===== config.mk =====
export PLATFORM = sky130hd
export DESIGN_NAME = core_ram_resp
export DESIGN_NICKNAME = d
export VERILOG_FILES = /design/src/rtl/core_mem_pkg.sv /design/src/rtl/core_ram_wfifo.sv /design/src/rtl/core_ram_resp.sv
export SDC_FILE = /design/constraint.sdc
export NUM_CORES = 2
export LEC_CHECK = 0
export CORE_UTILIZATION = 55
export CTS_CLUSTER_DIAMETER = 60
export DETAILED_ROUTE_END_ITERATION = 6
export PLACE_DENSITY = 0.74
export SLEW_MARGIN = 5
export SYNTH_ARGS = -nofsm -noshare
export SYNTH_HDL_FRONTEND = slang
export SYNTH_SLANG_ARGS = --single-unit

===== constraint.sdc =====
create_clock -name clk -period 2.7 [get_ports clk]
set_input_delay 0.54 -clock clk [delete_from_list [all_inputs] [get_ports clk]]
set_output_delay 0.54 -clock clk [all_outputs]
set_load 0.01 [all_outputs]

===== src/rtl/core_mem_pkg.sv =====
// Shared types and defaults for the core RAM response block and its write buffer.
package core_mem_pkg;

    localparam int WFIFO_DEPTH_DFLT = 4;
    localparam int XADDR_W_DFLT     = 16;

    typedef enum logic [1:0] {
        IDLE    = 2'd0,
        WR_BUSY = 2'd1,
        RD_HOLD = 2'd2,
        RD_BUSY = 2'd3
    } ctrl_state_e;

    typedef struct packed {
        logic [15:0] addr;
        logic [7:0]  data;
    } wr_entry_t;

endpackage


===== src/rtl/core_ram_wfifo.sv =====
// Synchronous FIFO buffering xdata writes; occupancy tracked with an extra pointer bit.
module core_ram_wfifo #(
    parameter int DEPTH = 4,
    parameter int W     = 24
) (
    input  logic         clk,
    input  logic         rst,
    input  logic         push,
    input  logic [W-1:0] wdata,
    input  logic         pop,
    output logic [W-1:0] rdata,
    output logic         full,
    output logic         empty,
    output logic         one
);
    localparam int AW = (DEPTH > 1) ? $clog2(DEPTH) : 1;
    localparam logic [AW:0] ONE_ENTRY = 1;

    logic [W-1:0] mem [DEPTH];
    logic [AW:0]  wr_ptr;
    logic [AW:0]  rd_ptr;
    logic [AW:0]  count;
    logic         do_push;
    logic         do_pop;

    assign count   = wr_ptr - rd_ptr;
    assign empty   = (wr_ptr == rd_ptr);
    assign full    = (wr_ptr[AW] != rd_ptr[AW]) && (wr_ptr[AW-1:0] == rd_ptr[AW-1:0]);
    assign one     = (count == ONE_ENTRY);
    assign do_pop  = pop && !empty;
    // A pop frees the slot this same cycle, so a push into a full FIFO still lands.
    assign do_push = push && (!full || do_pop);
    assign rdata   = mem[rd_ptr[AW-1:0]];

    // NOTE: state registers use non-blocking assignments so every flop samples pre-edge values.
    always_ff @(posedge clk) begin
        if (rst) begin
            wr_ptr <= '0;
            rd_ptr <= '0;
        end else begin
            if (do_push) wr_ptr <= wr_ptr + 1'b1;
            if (do_pop)  rd_ptr <= rd_ptr + 1'b1;
        end
    end

    // NOTE: storage is left out of reset; the pointers alone define which entries are valid.
    always_ff @(posedge clk) begin
        if (do_push) mem[wr_ptr[AW-1:0]] <= wdata;
    end

endmodule


===== src/rtl/core_ram_resp.sv =====
// Core RAM responder: internal 256x8 data space plus buffered, write-before-read xdata bus.
module core_ram_resp
    import core_mem_pkg::*;
#(
    parameter int WFIFO_DEPTH = WFIFO_DEPTH_DFLT,
    parameter int XADDR_W     = XADDR_W_DFLT
) (
    input  logic               clk,
    input  logic               rst,
    input  logic               data_rd_en,
    input  logic               xdata_rd_en,
    input  logic [15:0]        ram_rd_addr,
    output logic [7:0]         ram_rd_data,
    output logic               ram_rd_vld,
    input  logic               data_wr_en,
    input  logic               xdata_wr_en,
    input  logic [15:0]        ram_wr_addr,
    input  logic [7:0]         ram_wr_data,
    output logic               xm_req,
    output logic               xm_we,
    output logic [XADDR_W-1:0] xm_addr,
    output logic [7:0]         xm_wdata,
    input  logic               xm_ack,
    input  logic [7:0]         xm_rdata,
    output logic               proto_err
);
    ctrl_state_e state;
    logic [7:0]  dmem [256];
    wr_entry_t   fifo_wdata;
    wr_entry_t   fifo_head;
    logic        fifo_full;
    logic        fifo_empty;
    logic        fifo_one;
    logic        fifo_pop;
    logic        rd_pend;
    logic [15:0] rd_addr;
    logic        slot_vld;
    logic [7:0]  slot_data;

    logic wr_on_bus, wr_ack, rd_ack, wr_issue, wr_left;
    logic rd_accept, rd_drop, rd_waiting, push_drop;

    assign fifo_wdata = '{addr: ram_wr_addr, data: ram_wr_data};
    assign wr_on_bus  = (state == WR_BUSY) || (state == RD_HOLD);
    assign wr_ack     = wr_on_bus && xm_req && xm_ack;
    assign rd_ack     = (state == RD_BUSY) && xm_req && xm_ack;
    // The in-flight write stays at the FIFO head until acked, so it counts against capacity.
    assign fifo_pop   = wr_ack;
    assign wr_issue   = !fifo_empty && ((state == IDLE) || (wr_on_bus && !xm_req));
    assign wr_left    = !fifo_one || xdata_wr_en;
    assign rd_accept  = xdata_rd_en && !data_rd_en && !rd_pend;
    assign rd_drop    = xdata_rd_en && (data_rd_en || rd_pend);
    assign rd_waiting = rd_pend || rd_accept;
    assign push_drop  = xdata_wr_en && fifo_full && !fifo_pop;

    core_ram_wfifo #(
        .DEPTH (WFIFO_DEPTH),
        .W     ($bits(wr_entry_t))
    ) u_wfifo (
        .clk   (clk),
        .rst   (rst),
        .push  (xdata_wr_en),
        .wdata (fifo_wdata),
        .pop   (fifo_pop),
        .rdata (fifo_head),
        .full  (fifo_full),
        .empty (fifo_empty),
        .one   (fifo_one)
    );

    always_ff @(posedge clk) begin
        if (data_wr_en) dmem[ram_wr_addr[7:0]] <= ram_wr_data;
    end

    // Acks are only honoured while xm_req is high, which also discards acks arriving after reset.
    always_ff @(posedge clk) begin
        if (rst) begin
            state    <= IDLE;
            xm_req   <= 1'b0;
            xm_we    <= 1'b0;
            xm_addr  <= '0;
            xm_wdata <= '0;
            rd_pend  <= 1'b0;
            rd_addr  <= '0;
        end else begin
            if (rd_accept) begin
                rd_pend <= 1'b1;
                rd_addr <= ram_rd_addr;
            end
            if (rd_ack) rd_pend <= 1'b0;
            if (wr_issue) begin
                xm_req   <= 1'b1;
                xm_we    <= 1'b1;
                xm_addr  <= XADDR_W'(fifo_head.addr);
                xm_wdata <= fifo_head.data;
            end
            case (state)
                IDLE: begin
                    if (!fifo_empty) begin
                        state <= rd_accept ? RD_HOLD : WR_BUSY;
                    end else if (rd_accept) begin
                        xm_req  <= 1'b1;
                        xm_we   <= 1'b0;
                        xm_addr <= XADDR_W'(ram_rd_addr);
                        state   <= RD_BUSY;
                    end
                end
                WR_BUSY, RD_HOLD: begin
                    if (rd_waiting) state <= RD_HOLD;
                    if (wr_ack) begin
                        xm_req <= 1'b0;
                        if (wr_left) state <= rd_waiting ? RD_HOLD : WR_BUSY;
                        else         state <= rd_waiting ? RD_BUSY : IDLE;
                    end
                end
                RD_BUSY: begin
                    if (!xm_req) begin
                        xm_req  <= 1'b1;
                        xm_we   <= 1'b0;
                        xm_addr <= XADDR_W'(rd_addr);
                    end else if (xm_ack) begin
                        xm_req <= 1'b0;
                        state  <= fifo_empty ? IDLE : WR_BUSY;
                    end
                end
                default: state <= IDLE;
            endcase
        end
    end

    // Internal reads win the return port; a colliding xdata return waits one cycle in the slot.
    always_ff @(posedge clk) begin
        if (rst) begin
            ram_rd_vld  <= 1'b0;
            ram_rd_data <= '0;
            slot_vld    <= 1'b0;
            slot_data   <= '0;
        end else begin
            ram_rd_vld <= 1'b0;
            if (data_rd_en) begin
                ram_rd_vld  <= 1'b1;
                ram_rd_data <= dmem[ram_rd_addr[7:0]];
                if (rd_ack) begin
                    slot_vld  <= 1'b1;
                    slot_data <= xm_rdata;
                end
            end else if (slot_vld) begin
                ram_rd_vld  <= 1'b1;
                ram_rd_data <= slot_data;
                slot_vld    <= 1'b0;
            end else if (rd_ack) begin
                ram_rd_vld  <= 1'b1;
                ram_rd_data <= xm_rdata;
            end
        end
    end

    always_ff @(posedge clk) begin
        if (rst)                         proto_err <= 1'b0;
        else if (push_drop || rd_drop)   proto_err <= 1'b1;
    end

endmodule


==> impl_metrics.py <==
metrics = {
    "critical_path": {
        "crit_slowest_cell": "dfxtp_1",
        "crit_chain": "clkdlybuf4s50_1",
        "path_max_fanout": 2,
        "path_class": "reg -> out",
        "max_stage_delay_ps": 630,
        "path_depth": 1,
        "r2r-end": "u_wfifo.mem[2][4]",
        "path_buf_inv": 1,
        "critPathArrivalTime_ps": 2130,
        "r2r_setup_slack_ps": 150,
        "rr_startpoint": "state[0]",
        "ff2ff_path_depth": 8,
        "critical-path-top-delay-family": "flip-flops",
        "critPathRequiredTime_ps": 2160,
        "endpoint_kind": "output port",
        "worst_setup_path_start_kind": "register",
    },
    "sta": {
        "setup_tns_ps": 0,
        "rsz0062_at_grt": "false",
        "relSlewSlack_pct": 19.7,
        "min_period_over_period_pct": 98.9,
        "max_freq_mhz": 375,
        "skew_ps": 83.2,
        "holdWs_ps": 113,
        "tightest_slew_ps": 1200,
        "slew_violations": 0,
        "setup_viol": 0,
        "finalCriticalPeriod_ps": 2670,
        "hold_viol": 0,
    },
    "synthesis": {
        "synthesis.nets": 4085,
        "yosysWarnings": 0,
        "synthDistinctLibCells": 66,
        "ys_ff_latch": 2216,
        "synth_edf_count": 2144,
        "synth_area_per_cell_um2": 21.4,
        "synth_area_um2": 86100,
        "synth_ff_type": "edfxtp_1",
        "async_flop_share_pct": 0,
        "syn_inst": 4019,
        "yosysSeqAreaShare_pct": 76.4,
    },
    "power": {
        "cellPowerDensity_nw_per_um2": 720,
        "total_power_w": 0.0739,
        "peakVddDrop_v": 0.000554,
        "leakage_nw": 33.7,
    },
    "die": {
        "start_util_pct": 55.6,
        "fp.dieW_um": 398,
        "pin_count": 91,
        "row_count": 144,
        "die_area_um2": 158000,
        "fp.dieH_um": 398,
        "core_area_um2": 155000,
    },
    "min_path": {
        "hold_class": "in -> reg",
        "min_from": "rst",
        "min_to": "slot_vld",
        "min_path_cells": 4,
    },
    "cells_and_area": {
        "multi_input_area_um2": 18900,
        "n_fill_cell": 9395,
        "areaGrowthSynthToFinish_pct": 19.2,
        "layout.nets": 4937,
        "final_cell_area_um2": 103000,
        "layout-drive-gt1-share_pct": 34.1,
        "final_cells": 7107,
        "ff_latch_area_um2": 65800,
    },
    "clock_tree": {
        "cts_tree": "done",
        "cts_buffers": 212,
        "clockBufferDepth": 3,
        "h-tree-depth": 4,
        "cts.clk_slew.worst_paths_ps": 60,
        "post_cts_buffers": 0,
        "clk_latency_ps": 880,
        "cts.sinks": 2216,
        "cts-root-buf": "clkbuf_16",
    },
    "placed_design": {
        "dpl_cell_area_um2": 95500,
        "place.gp.congestion": 0.975,
        "dp.cells": 6700,
        "post-dp-hpwl_um": 151000,
        "io_buffers": 90,
    },
    "routing": {
        "dr.pass1.iters": 6,
        "viasPerCell": 6.51,
        "drc": 0,
        "wl_met3_um": 29200,
        "dr_wl_met2_um": 109000,
        "totalWireLength_um": 232000,
        "wl_per_cell_um": 32.7,
        "vias": 46298,
        "top_layer": "met5",
        "drt-met1-wl_um": 81300,
        "drt-initial-drc-count": 6586,
        "ant_nets": 0,
    },
    "global_route": {
        "antenna_found_initial": 8,
        "grt_pass1_vias": 46727,
        "grt_max_degree": 101,
        "grt_pass1_wl_um": 333000,
        "grt.total_usage_pct": 29.9,
        "grt_overflow": 0,
    },
    "run_status": {
        "status": "completed",
    },
    "job": {
        "drv_cap": 0,
    },
}
cell usage after synthesis (8+ instances only):
library cell / number / area share [%]
a21oi_1: 62 / 0.36
a22o_1: 13 / 0.13
a22oi_1: 61 / 0.53
a31oi_1: 10 / 0.073
and2_1: 13 / 0.094
buf_1: 28 / 0.12
buf_2: 43 / 0.25
buf_4: 27 / 0.24
buf_6: 22 / 0.29
clkbuf_1: 104 / 0.45
dfxtp_1: 72 / 1.7
edfxtp_1: 2144 / 75
ha_1: 10 / 0.15
inv_1: 12 / 0.052
mux2i_1: 85 / 0.99
mux4_2: 597 / 16
nand2_1: 139 / 0.61
nand2b_1: 8 / 0.058
nand3_1: 34 / 0.20
nor2_1: 334 / 1.5
nor2b_1: 20 / 0.15
nor3_1: 15 / 0.087
o21ai_0: 8 / 0.046
o22ai_1: 42 / 0.31
flip-flops by register name (all words and copies together), names as in the netlist, 2 cells and up, named ones only:
name and count:
xm_wdata 8, u_wfifo.rd_ptr 3, u_wfifo.wr_ptr 3, ram_rd_data 8
rd_addr 16, dmem 2048, state 2, u_wfifo.mem 96
slot_data 8, xm_addr 16
through the flow:
step / setup slack [ps] / util [%]
after global routing: 6.50 / 66.3
after CTS: 18.3 / 66.3
after detailed placement: -644 / 61.7
after global placement: -625 / 61.7
after floorplan: 0.216 / -
final: 29.8 / 66.3
timing repair:
action,in CTS,in global routing
resized for setup,0,4
endpoints found under the setup margin,0,4
hold endpoints to repair,1,0
hold buffers,1,0
where the power goes:
group          switching [W]  internal (W)  leakage (nW)
logic                0.00317       0.00234          10.3
registers           0.000193        0.0380          19.9
clock network         0.0131        0.0171          3.48
total                 0.0165        0.0574          33.7
how the worst max path moves through the flow:
stage / startpoint / to / slack, ps
after floorplan: ram_rd_addr[1] / ram_rd_data[0] / 0.2
after global placement: ram_rd_addr[0] / ram_rd_data[2] / -630
after detailed placement: ram_rd_addr[0] / ram_rd_data[6] / -640
after CTS: xm_req / xm_req / 20
after global routing: state[0] / u_wfifo.wr_ptr[2] / 7
final: ram_rd_data[5] / ram_rd_data[5] / 30
placed cells by master (no fill, tap or decap), types with 55 or more instances in the layout:
cell             count
a21oi_1             62
a22oi_1             61
buf_12             105
buf_4              676
clkbuf_16          212
clkdlybuf4s50_1     75
clkinv_1            55
dfxtp_1             68
edfxtp_1          2144
mux2i_1             85
mux4_2             597
nand2_1            139
nor2_1             332
layout make-up:
cell class                 instances  area share [%]
inverter                          14          0.0561
sequential                      2216            64.1
clock inverter                   153            1.65
tap                             2044            2.49
timing repair buffer             872            7.90
clock buffer                     250            5.34
antenna                            3         0.00731
multi-input combinational       1555            18.4
kinds of logic after synthesis:
family	count (synthesis)	share of synthesized area [%]
AO/OA/AOI/OAI	260	2.06
XOR/XNOR	7	0.0712
adder cells (fa/ha/maj)	11	0.169
buffers and inverters	248	1.60
flip-flops	2216	76.4
multiplexers	692	16.9
AND/OR/NAND/NOR	585	2.82
metal layers:
layer | vias to the layer above | global-route usage (%)
met3 | 597 | 8.04
met4 | 10 | 14.6
li1 | 18460 | -
met2 | 3309 | 46.1
met5 | - | 0
met1 | 23922 | 39.7
(Power assumes the default switching activity.)
